<file path="src/rtl/serial_adder_ctrl_if.sv">
// Bus between the serial adder sequencer, its requester and the 1-bit full-adder cell.
// The slave modport is the sequencer's view. The master modport is the requester/cell view.
interface serial_adder_ctrl_if #(
   parameter int unsigned NUM_BITS = 8
);
   logic                start;
   logic [NUM_BITS-1:0] a_in;
   logic [NUM_BITS-1:0] b_in;
   logic                carry_in;
   logic                bit_a;
   logic                bit_b;
   logic                bit_cin;
   logic                bit_sum;
   logic                bit_cout;
   logic                busy;
   logic                done;
   logic [NUM_BITS-1:0] sum_out;
   logic                carry_out;

   modport slave (
      input  start, a_in, b_in, carry_in, bit_sum, bit_cout,
      output bit_a, bit_b, bit_cin, busy, done, sum_out, carry_out
   );

   modport master (
      output start, a_in, b_in, carry_in, bit_sum, bit_cout,
      input  bit_a, bit_b, bit_cin, busy, done, sum_out, carry_out
   );
endinterface

</file>
<file path="src/rtl/serial_adder_ctrl.sv">
// Bit-serial NUM_BITS adder sequencer: feeds an external 1-bit full-adder cell LSB first,
// keeps the carry in a register between cycles and collects the sum bits into a result.
module serial_adder_ctrl #(
   parameter int unsigned NUM_BITS = 8
) (
   input logic               clk,
   input logic               rst,
   serial_adder_ctrl_if.slave bus
);
   localparam int unsigned CW = $clog2(NUM_BITS) + 1;

   typedef enum logic [1:0] {
      IDLE = 2'd0,
      RUN  = 2'd1,
      DONE = 2'd2
   } state_e;

   state_e              state_q;
   logic [NUM_BITS-1:0] a_sh_q;
   logic [NUM_BITS-1:0] b_sh_q;
   logic [NUM_BITS-1:0] s_sh_q;
   logic [NUM_BITS-1:0] s_sh_d;
   logic [NUM_BITS-1:0] sum_q;
   logic [CW-1:0]       cnt_q;
   logic                c_q;
   logic                cout_q;
   logic                done_q;
   logic                run;

   assign run    = (state_q == RUN);
   assign s_sh_d = {bus.bit_sum, s_sh_q[NUM_BITS-1:1]};

   always_ff @(posedge clk or posedge rst) begin
      if (rst) begin
         state_q <= IDLE;
         a_sh_q  <= '0;
         b_sh_q  <= '0;
         s_sh_q  <= '0;
         sum_q   <= '0;
         cnt_q   <= '0;
         c_q     <= 1'b0;
         cout_q  <= 1'b0;
         done_q  <= 1'b0;
      end else begin
         case (state_q)
            IDLE, DONE: begin
               done_q <= 1'b0;
               if (bus.start) begin
                  a_sh_q  <= bus.a_in;
                  b_sh_q  <= bus.b_in;
                  c_q     <= bus.carry_in;
                  cnt_q   <= '0;
                  state_q <= RUN;
               end else begin
                  state_q <= IDLE;
               end
            end
            RUN: begin
               // start is deliberately not looked at here so a running add cannot be disturbed
               a_sh_q <= a_sh_q >> 1;
               b_sh_q <= b_sh_q >> 1;
               s_sh_q <= s_sh_d;
               c_q    <= bus.bit_cout;
               cnt_q  <= cnt_q + CW'(1);
               if (cnt_q == CW'(NUM_BITS - 1)) begin
                  state_q <= DONE;
                  done_q  <= 1'b1;
                  sum_q   <= s_sh_d;
                  cout_q  <= bus.bit_cout;
               end
            end
            default: begin
               state_q <= IDLE;
               done_q  <= 1'b0;
            end
         endcase
      end
   end

   assign bus.bit_a     = run & a_sh_q[0];
   assign bus.bit_b     = run & b_sh_q[0];
   assign bus.bit_cin   = run & c_q;
   assign bus.busy      = run;
   assign bus.done      = done_q;
   assign bus.sum_out   = sum_q;
   assign bus.carry_out = cout_q;

   a_cell_known : assert property (@(posedge clk) disable iff (rst)
      run |-> !$isunknown({bus.bit_sum, bus.bit_cout}))
      else $error("serial_adder_ctrl: bit_sum/bit_cout unknown during RUN");
endmodule
</file>
<file path="src/flat_wrapper.sv">
// flat-port wrapper written by rule: the top's interface ports become plain ports
module serial_adder_ctrl_flat 
#(
   parameter int unsigned NUM_BITS = 8
)
  (clk, rst, bus_start, bus_a_in, bus_b_in, bus_carry_in, bus_bit_sum, bus_bit_cout, bus_bit_a, bus_bit_b, bus_bit_cin, bus_busy, bus_done, bus_sum_out, bus_carry_out);
  serial_adder_ctrl_if #(.NUM_BITS(NUM_BITS)) bus_i ();
  input logic clk;
  input logic rst;
  input wire logic [$bits(bus_i.start)-1:0] bus_start;
  input wire logic [$bits(bus_i.a_in)-1:0] bus_a_in;
  input wire logic [$bits(bus_i.b_in)-1:0] bus_b_in;
  input wire logic [$bits(bus_i.carry_in)-1:0] bus_carry_in;
  input wire logic [$bits(bus_i.bit_sum)-1:0] bus_bit_sum;
  input wire logic [$bits(bus_i.bit_cout)-1:0] bus_bit_cout;
  output wire logic [$bits(bus_i.bit_a)-1:0] bus_bit_a;
  output wire logic [$bits(bus_i.bit_b)-1:0] bus_bit_b;
  output wire logic [$bits(bus_i.bit_cin)-1:0] bus_bit_cin;
  output wire logic [$bits(bus_i.busy)-1:0] bus_busy;
  output wire logic [$bits(bus_i.done)-1:0] bus_done;
  output wire logic [$bits(bus_i.sum_out)-1:0] bus_sum_out;
  output wire logic [$bits(bus_i.carry_out)-1:0] bus_carry_out;
  assign bus_i.start = bus_start;
  assign bus_i.a_in = bus_a_in;
  assign bus_i.b_in = bus_b_in;
  assign bus_i.carry_in = bus_carry_in;
  assign bus_i.bit_sum = bus_bit_sum;
  assign bus_i.bit_cout = bus_bit_cout;
  assign bus_bit_a = bus_i.bit_a;
  assign bus_bit_b = bus_i.bit_b;
  assign bus_bit_cin = bus_i.bit_cin;
  assign bus_busy = bus_i.busy;
  assign bus_done = bus_i.done;
  assign bus_sum_out = bus_i.sum_out;
  assign bus_carry_out = bus_i.carry_out;
  serial_adder_ctrl #(.NUM_BITS(NUM_BITS)) u_core (.clk(clk), .rst(rst), .bus(bus_i));
endmodule
</file>
<file path="config.mk">
export PLATFORM = sky130hd
export DESIGN_NAME = serial_adder_ctrl_flat
export DESIGN_NICKNAME = d
export VERILOG_FILES = /design/src/rtl/serial_adder_ctrl_if.sv /design/src/rtl/serial_adder_ctrl.sv /design/src/flat_wrapper.sv
export SDC_FILE = /design/constraint.sdc
export NUM_CORES = 1
export LEC_CHECK = 0
export ABC_CLOCK_PERIOD_IN_PS = 1550
export BUFFER_PORTS_ARGS = -buffer_cell sky130_fd_sc_hd__buf_2
export CORE_ASPECT_RATIO = 2
export CORE_MARGIN = 2
export CORE_UTILIZATION = 45
export DETAILED_ROUTE_END_ITERATION = 8
export GPL_TIMING_DRIVEN = 0
export PLACE_DENSITY = 0.68
export REMOVE_ABC_BUFFERS = 1
export SYNTH_ARGS = -nofsm -noshare
export SYNTH_HDL_FRONTEND = slang
export SYNTH_SLANG_ARGS = --single-unit
export TNS_END_PERCENT = 1
</file>
<file path="constraint.sdc">
create_clock -name clk -period 1.55 [get_ports clk]
set_input_delay 0.0775 -clock clk [delete_from_list [all_inputs] [get_ports clk]]
set_output_delay 0.0775 -clock clk [all_outputs]
set_load 0.05 [all_outputs]
</file>
==> Word level (Yosys, flattened, before mapping) <==
Index checks and enable logic that the tools add are counted.
{ "word_totals": {"output_inout_bits": 14, "register_bits": 41} }
{ "classes": {"n_eq_ne": 5, "n_addsub": 1, "n_bitwise": 3, "n_reduce_logical": 5, "n_mux": 13} }
{ "ops": {"columns": ["operator", "count"], "rows": [
  ["$pmux 8 s2", 2],
  ["$mux 8", 2],
  ["$pmux 4 s2", 1],
  ["$add 4x1->4 const B", 1],
  ["$eq 4x3->1 const B", 1],
  ["$mux 1", 4],
  ["$mux 4", 1],
  ["$ne 2x2->1 const B", 2],
  ["$pmux 2 s2", 1],
  ["$reduce_and 2->1", 2],
  ["$and 1x1->1", 3],
  ["$eq 2x1->1 const B", 1],
  ["$eq 2x2->1 const B", 1],
  ["$logic_not 2->1", 1],
  ["$mux 2", 1],
  ["$pmux 1 s2", 1],
  ["$reduce_bool 2->1", 1],
  ["$reduce_or 2->1", 1]
]} }

==> Longest topological paths before layout <==
Gate-level depths: netlist (run 1).
{ "logic_depth": {"depth_word": 4, "depth_mapped": 5, "mapped_depth_nobuf": 4} }

==> Worst setup path after synthesis (run 1) <==
OpenSTA, ideal clock, no wires.
{ "synth_timing": {"path_kind": "reg2out", "from": "register, netlist name u_core.bus.done", "to": "output bus_bit_a", "arrival_ns": 1.673, "path_buffers": 2, "slack_ns": -0.201, "stages_incl_launch_ff": 5, "t_required_ns": 1.472, "cell_sequence": "dfrtp_1 nor2b_1 buf_4 buf_2 and2_1"} }
{ "synth_rtl": {"columns": ["item", "line", "text"], "rows": [
  ["to (decl)", "flat_wrapper.sv:16", "output wire logic [$bits(bus_i.bit_a)-1:0] bus_bit_a;"]
]} }

==> summary.txt, run 1 <==
Route
  – Drt total wl: ~3300 um
  – 1st-pass router iterations: 4
  – DRC violations left: 0
  – Total number of vias: approximately 1100
  – DRT iter0 DRCs: 12
  – Detail Route Antenna Nets: 0
  – Wire per inst: around 15 um
  – Via/cell ratio: about 5.2

Timing
  – PnR worst setup slack: -0.113 ns
  – Period Utilization, post-route: 1.07
  – Clock skew: between 0.003 and 0.004 ns
  – RSZ-0062 raised after global routing: true
  – Rel. slew slack: 0.600
  – Min cycle time layout: 1.66 ns
  – # setup viols final: 11
  – Slew Viols, Final: 0
  – Fin. Hold Viols: 0
  – Achievable Freq: roughly 0.60 GHz
  – Actual slew at the worst max-slew pin: roughly 0.60 ns

Logic synthesis
  – Synth Area per Inst: around 14 um2
  – Seq cells post-synth: 39
  – Post-synthesis sequential area ratio: 0.590
  – Unique masters post-synth: 19
  – Ys Warns: 0
  – Synthesized area: between 0.0015 and 0.002 mm2
  – Cell count after synthesis: roughly 120

Clock network
  – H-tree Lvls: 2
  – Worst skew pair latency: between 0.2 and 0.3 ns
  – Clk root buf: clkbuf_8
  – Total CTS buffers: 5
  – CTS clock-pin slew for the worst setup and hold paths: 0.07 ns
  – CTS tree: done
  – Total clock sinks: 39
  – CTS Buffer Depth: 2

Placed design
  – Port Buffer Count: 35
  – GP Congestion: slightly below 0.7
  – Detailed Place HPWL: roughly 2100 um
  – Dpl ws: -1.06 ns

GRT
  – Largest net degree at the start of global routing: 27
  – Initial antenna violation count: 0
  – Global-route wire length before repair: around 5000 um
  – Vias in the first global route: 1089
  – Aggregate global routing overflow: 0
  – Total Routing Usage GR: 0.162

Status
  – Run status: complete, but fails checks
  – Failing checks: setup timing

Die
  – Die area: between 0.004 and 0.005 mm2
  – Die X: 46.9 um
  – # rows: 31
  – DIE HEIGHT: about 90 um
  – Core Region: around 0.0036 mm2
  – I/O pins: 36
  – Initial Utilization: 0.464

Setup path
  – Required @ worst endpoint: approximately 1.7 ns
  – Setup CP Type: reg2reg
  – Crit path DAT: ~1.8 ns
  – Crit Path Max Fanout: 5
  – Critical Path End Type: flop
  – RR Startpoint: u_core.bus.done
  – R2R cell count: 5
  – Worst R2R Setup Slack: -0.11 ns
  – Worst r2r dst: u_core.bus.sum_out[5]
  – Critical Path Source Type: flop

Hold path
  – Min-delay worst type: in2reg
  – Hold Path Sink: u_core.b_sh_q[7]
  – Hold_sp: bus_b_in[7]
  – Hold path cells: 2

Pwr
  – Pwr Total: between 5 and 6 mW
  – Max IR drop VDD: 0.00150 V
  – Static Leak: around 1.1 nW
  – Power per cell area: 2390 mW/mm2

Cells and area
  – # nets final: 185
  – Layout area overhead: 30.2%
  – Share of cells above drive strength 1: 0.454
  – Antenna diode count: 0

Flow run
  – Max-cap violations: 0
==> report_power, final <==
| group | switching, mW | leakage, nW | internal, mW |
|---|---|---|---|
| Sequential | 0.294 | 0.476 | 1.51 |
| Clock | 0.328 | 0.0515 | 0.406 |
| Combinational | 1.40 | 0.595 | 1.23 |
==> per-stage QoR <==
| step | setup TNS [ns] | hold slack, ns | std cells | instance area (um2) | utilization |
|---|---|---|---|---|---|
| floorplan | -74.94 | 0.210 | 108 | 1610 | - |
| global placement | -64.41 | 0.304 | 192 | 1840 | 0.516 |
| detailed placement | -22.62 | 0.176 | 194 | 1900 | 0.533 |
| CTS | -0.749 | 0.00590 | 205 | 2060 | 0.579 |
| global route | -1.49 | 0.0173 | 212 | 2150 | 0.604 |
| finish | -0.822 | 0.0140 | 212 | 2150 | 0.604 |
==> cell type report <==
| cell class | instances | area [um2] |
|---|---|---|
| fillers | 304 | 1410 |
| flip-flops and latches | 39 | 976 |
| multi-input cells | 68 | 648 |
| repair buffers | 47 | 365 |
| clock buffers | 8 | 100 |
| well taps | 49 | 61.3 |
| inverters | 1 | 3.75 |
==> sequential cells by signal (all words and copies together) (netlist names) <==
register	count
u_core.a_sh_q	8
u_core.b_sh_q	8
u_core.bus.sum_out	8
u_core.s_sh_q	7
u_core.cnt_q	4
u_core.bus.carry_out	1
u_core.bus.done	1
u_core.c_q	1
u_core.state_q	1
==> cells in the mapped netlist (all sizes together) <==
cell | number | area share
a21o | 15 | 0.068
a22o | 19 | 0.10
and2 | 3 | 0.011
buf | 8 | 0.029
dfrtp | 39 | 0.59
ha | 1 | 0.0076
inv | 1 | 0.0023
mux2 | 17 | 0.14
mux2i | 2 | 0.012
nand2 | 3 | 0.0068
nand2b | 1 | 0.0038
nand4 | 1 | 0.0038
nor2 | 1 | 0.0068
nor2b | 3 | 0.011
nor3b | 1 | 0.0076
o21ai | 1 | 0.0030
==> metal layers <==
layer | vias up | share of wire | track usage
li1 | 512 | - | -
met1 | 554 | 0.41 | 0.220
met2 | 32 | 0.53 | 0.242
met3 | 5 | 0.049 | 0.0462
met4 | 0 | 0.014 | 0.0556
met5 | - | 0 | 0
==> layout by cell type, fill, tap and decap left out <==
cell	count
nor2b_4	2
buf_4	5
buf_8	1
ha_1	1
dfrtp_1	39
mux2_4	9
clkbuf_16	2
and2_1	3
inv_1	1
o21ai_0	1
nor2_4	1
nand2_1	3
nand2b_1	1
nand4_1	1
a21o_1	15
clkbuf_8	7
nor3b_4	1
dlygate4sd3_1	1
mux2_2	8
nor2b_1	1
buf_12	1
buf_2	32
clkbuf_1	1
buf_16	1
mux2i_1	2
buf_6	4
a22o_1	19
==> how the worst max path moves through the flow <==
stage,from,endpoint,slack [ns]
final,u_core.bus.done,u_core.bus.sum_out[5],-0.11
after global routing,u_core.bus.done,u_core.bus.sum_out[5],-0.15
after CTS,u_core.state_q[0],u_core.bus.sum_out[1],-0.1
after detailed placement,u_core.bus.done,u_core.bus.sum_out[1],-1.06
after global placement,u_core.bus.done,u_core.bus.sum_out[2],-2.19
after floorplan,u_core.bus.done,u_core.bus.carry_out,-2.36
==> what timing repair did <==
action / in CTS / in global routing
gates cloned: 0 / 2
endpoints found under the setup margin: 38 / 13
hold endpoints to repair: 13 / 0
hold buffers: 1 / 0
buffers inserted: 2 / 5
resized for setup: 7 / 6
pin swaps: 0 / 1
==> critical path, cell delays in order (launching register included) <==
cell and delay (ns):
dfrtp_1 0.41, nor2b_4 0.17, clkbuf_16 0.15, nor3b_4 0.30
clkbuf_16 0.22, mux2_4 0.30
==> cell families after synthesis <==
| group | share of synthesized area |
|---|---|
| mux | 0.148 |
| fa+ha+maj | 0.00756 |
| flops | 0.590 |
| buf+inv | 0.0317 |
| simple gates | 0.0514 |
| compound gates | 0.172 |
Note: power is estimated with default switching activity, not from simulation.
==> run 2: changes to the inputs <==
--- a/config.mk
+++ b/config.mk
@@ -5,15 +5,17 @@
 export SDC_FILE = /design/constraint.sdc
 export NUM_CORES = 1
 export LEC_CHECK = 0
-export ABC_CLOCK_PERIOD_IN_PS = 1550
+export ABC_CLOCK_PERIOD_IN_PS = 2100
 export BUFFER_PORTS_ARGS = -buffer_cell sky130_fd_sc_hd__buf_2
 export CORE_ASPECT_RATIO = 2
 export CORE_MARGIN = 2
 export CORE_UTILIZATION = 45
+export CTS_CLUSTER_SIZE = 40
 export DETAILED_ROUTE_END_ITERATION = 8
 export GPL_TIMING_DRIVEN = 0
 export PLACE_DENSITY = 0.68
 export REMOVE_ABC_BUFFERS = 1
+export SETUP_SLACK_MARGIN = 0.15
 export SYNTH_ARGS = -nofsm -noshare
 export SYNTH_HDL_FRONTEND = slang
 export SYNTH_SLANG_ARGS = --single-unit
==> constraint.sdc (replaced) <==
create_clock -name clk -period 2.1 [get_ports clk]
set_input_delay 0.105 -clock clk [delete_from_list [all_inputs] [get_ports clk]]
set_output_delay 0.105 -clock clk [all_outputs]
set_load 0.05 [all_outputs]
==> run 2 against run 1 <==
Against the previous run: the run now ends clean; global-route usage fell by 0.61 points; die area did not move; core utilization fell by 3.1 points; largest cell class unchanged; clock power fell by 27%; non-clock buffer count fell by 8; clock skew barely moved.
==> summary.txt, run 2 (synthesized netlist as in run 1, its figures left out) <==
Clock network
  – Worst skew pair latency: 0.28 ns (about the same)
  – Total CTS buffers: 5 (unchanged)
  – CTS Buffer Depth: 2 (unchanged)
  – CTS clock-pin slew for the worst setup and hold paths: 0.07 ns (about the same)
  – CTS tree: done
  – Clk root buf: clkbuf_8
  – Total clock sinks: 39 (unchanged)
  – H-tree Lvls: 2 (unchanged)

Cells and area
  – Most frequent cells in the layout: 39 x dfrtp_1, 35 x buf_2, 19 x a22o_1, 15 x a21o_1, 9 x mux2_4
  – Layout area overhead: 23.5%
  – # nets final: 177 (-4.3%)
  – Final std cells w/o fill: 204 (-3.8%)
  – Post-route cell area: 0.00204 mm2 (-5.1%)
  – Final Util: 0.573 (-0.0309)
  – Antenna diode count: 0 (unchanged)
  – Commonest non-fill, non-tap cell in the layout: dfrtp_1
  – Share of cells above drive strength 1: 0.426 (-0.0282)

Pwr
  – Pint: 2.18 mW (-31%)
  – Sequential power share: 0.368 (+0.019)
  – Clock Power Share: 0.149 (+0.007)
  – Static Leak: 1.07 nW (-4.9%)
  – Max IR drop VDD: 0.00110 V (-27%)
  – Switching Fraction: 0.397 (+0.00600)
  – Comb pwr share: 0.483 (-0.026)
  – Pwr Total: 3.61 mW (-30%)
  – Power per cell area: 1770 mW/mm2 (-26%)
  – Sw power: 1.43 mW (-29%)

Setup path
  – RR Startpoint: u_core.bus.done
  – Crit path DAT: 2.01 ns (+0.17 ns)
  – Required @ worst endpoint: 2.27 ns (+0.55 ns)
  – Critical Path Source Type: flop
  – Critical Path End Type: flop
  – Crit Path Max Fanout: 22 (+17)
  – Setup CP Type: reg2reg
  – Critical path origin: u_core.bus.done

Placed design
  – Dpl ws: -0.512 ns (+0.550 ns)
  – Placed inst area: 0.00190 mm2 (unchanged)
  – Detailed Place HPWL: 2100 um (unchanged)
  – GP Congestion: 0.677 (unchanged)
  – Cells after DPL: 194 (unchanged)
  – Port Buffer Count: 35 (unchanged)

Timing
  – RSZ-0062 raised after global routing: false
  – # setup viols final: 0 (-11)
  – Clock skew: 0.00333 ns (-0.0000676 ns)
  – Actual slew at the worst max-slew pin: 0.819 ns (+0.219 ns)
  – Min cycle time layout: 1.84 ns (+0.181 ns)
  – Period Utilization, post-route: 0.878 (-0.195)
  – PnR worst setup slack: 0.256 ns (+0.369 ns)
  – Achievable Freq: 0.542 GHz (-9.8%)
  – Rel. slew slack: 0.452 (-0.148)
  – Fin. Hold Viols: 0 (unchanged)
  – Slew Viols, Final: 0 (unchanged)

GRT
  – Total Routing Usage GR: 0.155 (-0.00613)
  – Aggregate global routing overflow: 0 (unchanged)
  – Vias in the first global route: 1081 (-0.73%)
  – Largest net degree at the start of global routing: 27 (unchanged)
  – Global-route wire length before repair: 4870 um (-2.9%)
  – Initial antenna violation count: 0 (unchanged)

Route
  – Total number of vias: 1072 (-2.8%)
  – DRC violations left: 0 (unchanged)
  – Drt total wl: 3020 um (-7.8%)
  – 1st-pass router iterations: 5 (+1)
  – Wire per inst: 14.8 um (-4.2%)
  – Detail Route Antenna Nets: 0 (unchanged)
  – Via/cell ratio: 5.25 (+1.0%)
  – DRT iter0 DRCs: 16 (+4)

Die
  – # rows: 31 (unchanged)
  – I/O pins: 36 (unchanged)
  – Initial Utilization: 0.464 (unchanged)
  – DIE HEIGHT: 89.8 um (unchanged)
  – Die area: 0.00421 mm2 (unchanged)
  – Core Region: 0.00357 mm2 (unchanged)
  – Die X: 46.9 um (unchanged)

Hold path
  – Min-delay worst type: in2reg
  – Hold_sp: bus_b_in[7]

Flow run
  – Max-cap violations: 0 (unchanged)

Status
  – Run status: finished, final reports clean
[run 2: cell count changes in the layout (fill, tap and decap cells not counted), moves of 2 or more]
cell       delta
buf_6         -4
clkbuf_16     -2
buf_4         -5
buf_2         +3
[run 2: layout make-up]
class | instances | area [um2]
Inverter | 1 | 3.75
Fill cell | 317 | 1520
Tap cell | 49 | 61.3
Sequential cell | 39 | 976
Multi-Input combinational cell | 68 | 643
Clock buffer | 8 | 100
Timing Repair Buffer | 39 | 260
[run 2: critical path, stage by stage (launching register included)]
cell and delay (ns):
dfrtp_1 0.42, nor2b_4 0.36, buf_16 0.21, nor3b_4 0.24, buf_12 0.18, mux2_4 0.31
[run 2: timing repair]
| action | 4_1_cts | 5_1_grt |
|---|---|---|
| setup buffers | 1 | 0 |
| endpoints found under the setup margin | 32 | 11 |
| gates cloned | 0 | 0 |
| hold endpoints to repair | 13 | 0 |
| hold buffers | 1 | 0 |
| gates resized for setup | 2 | 1 |
[run 2: layer usage]
metal | part of all wire | global-route usage | vias to the layer above
met4 | 0.016 | 0.0556 | 0
met3 | 0.053 | 0.0462 | 6
met2 | 0.50 | 0.233 | 30
li1 | - | - | 498
met5 | 0 | 0 | -
met1 | 0.43 | 0.209 | 538
[run 2: final timing paths]
kind                                          to  slack (ns)  depth (start not counted)
max                        u_core.bus.sum_out[1]        0.26                          5
min                             u_core.b_sh_q[7]        0.04                          2
max reg2reg                u_core.bus.sum_out[1]        0.26                          5
min reg2reg                     u_core.b_sh_q[0]        0.48                          1
max in group asynchronous       u_core.a_sh_q[3]        1.14                          4
min in group asynchronous  u_core.bus.sum_out[5]        0.43                          3
[run 2: power by group through the flow]
stage | clock network [mW] | logic (mW) | registers (mW)
finish | 0.539 | 1.74 | 1.33
global route | 0.592 | 1.86 | 1.36
floorplan | 0 | 1.02 | 1.61
global placement | 0 | 1.61 | 1.31
detailed placement | 0 | 1.73 | 1.34
CTS | 0.560 | 1.76 | 1.33
[run 2: stage by stage]
step	hold slack, ns	setup TNS [ns]
finish	0.0441	0
global route	0.0448	0
CTS	0.0334	0
detailed placement	0.203	-5.58
global placement	0.331	-40.87
floorplan	0.238	-51.40
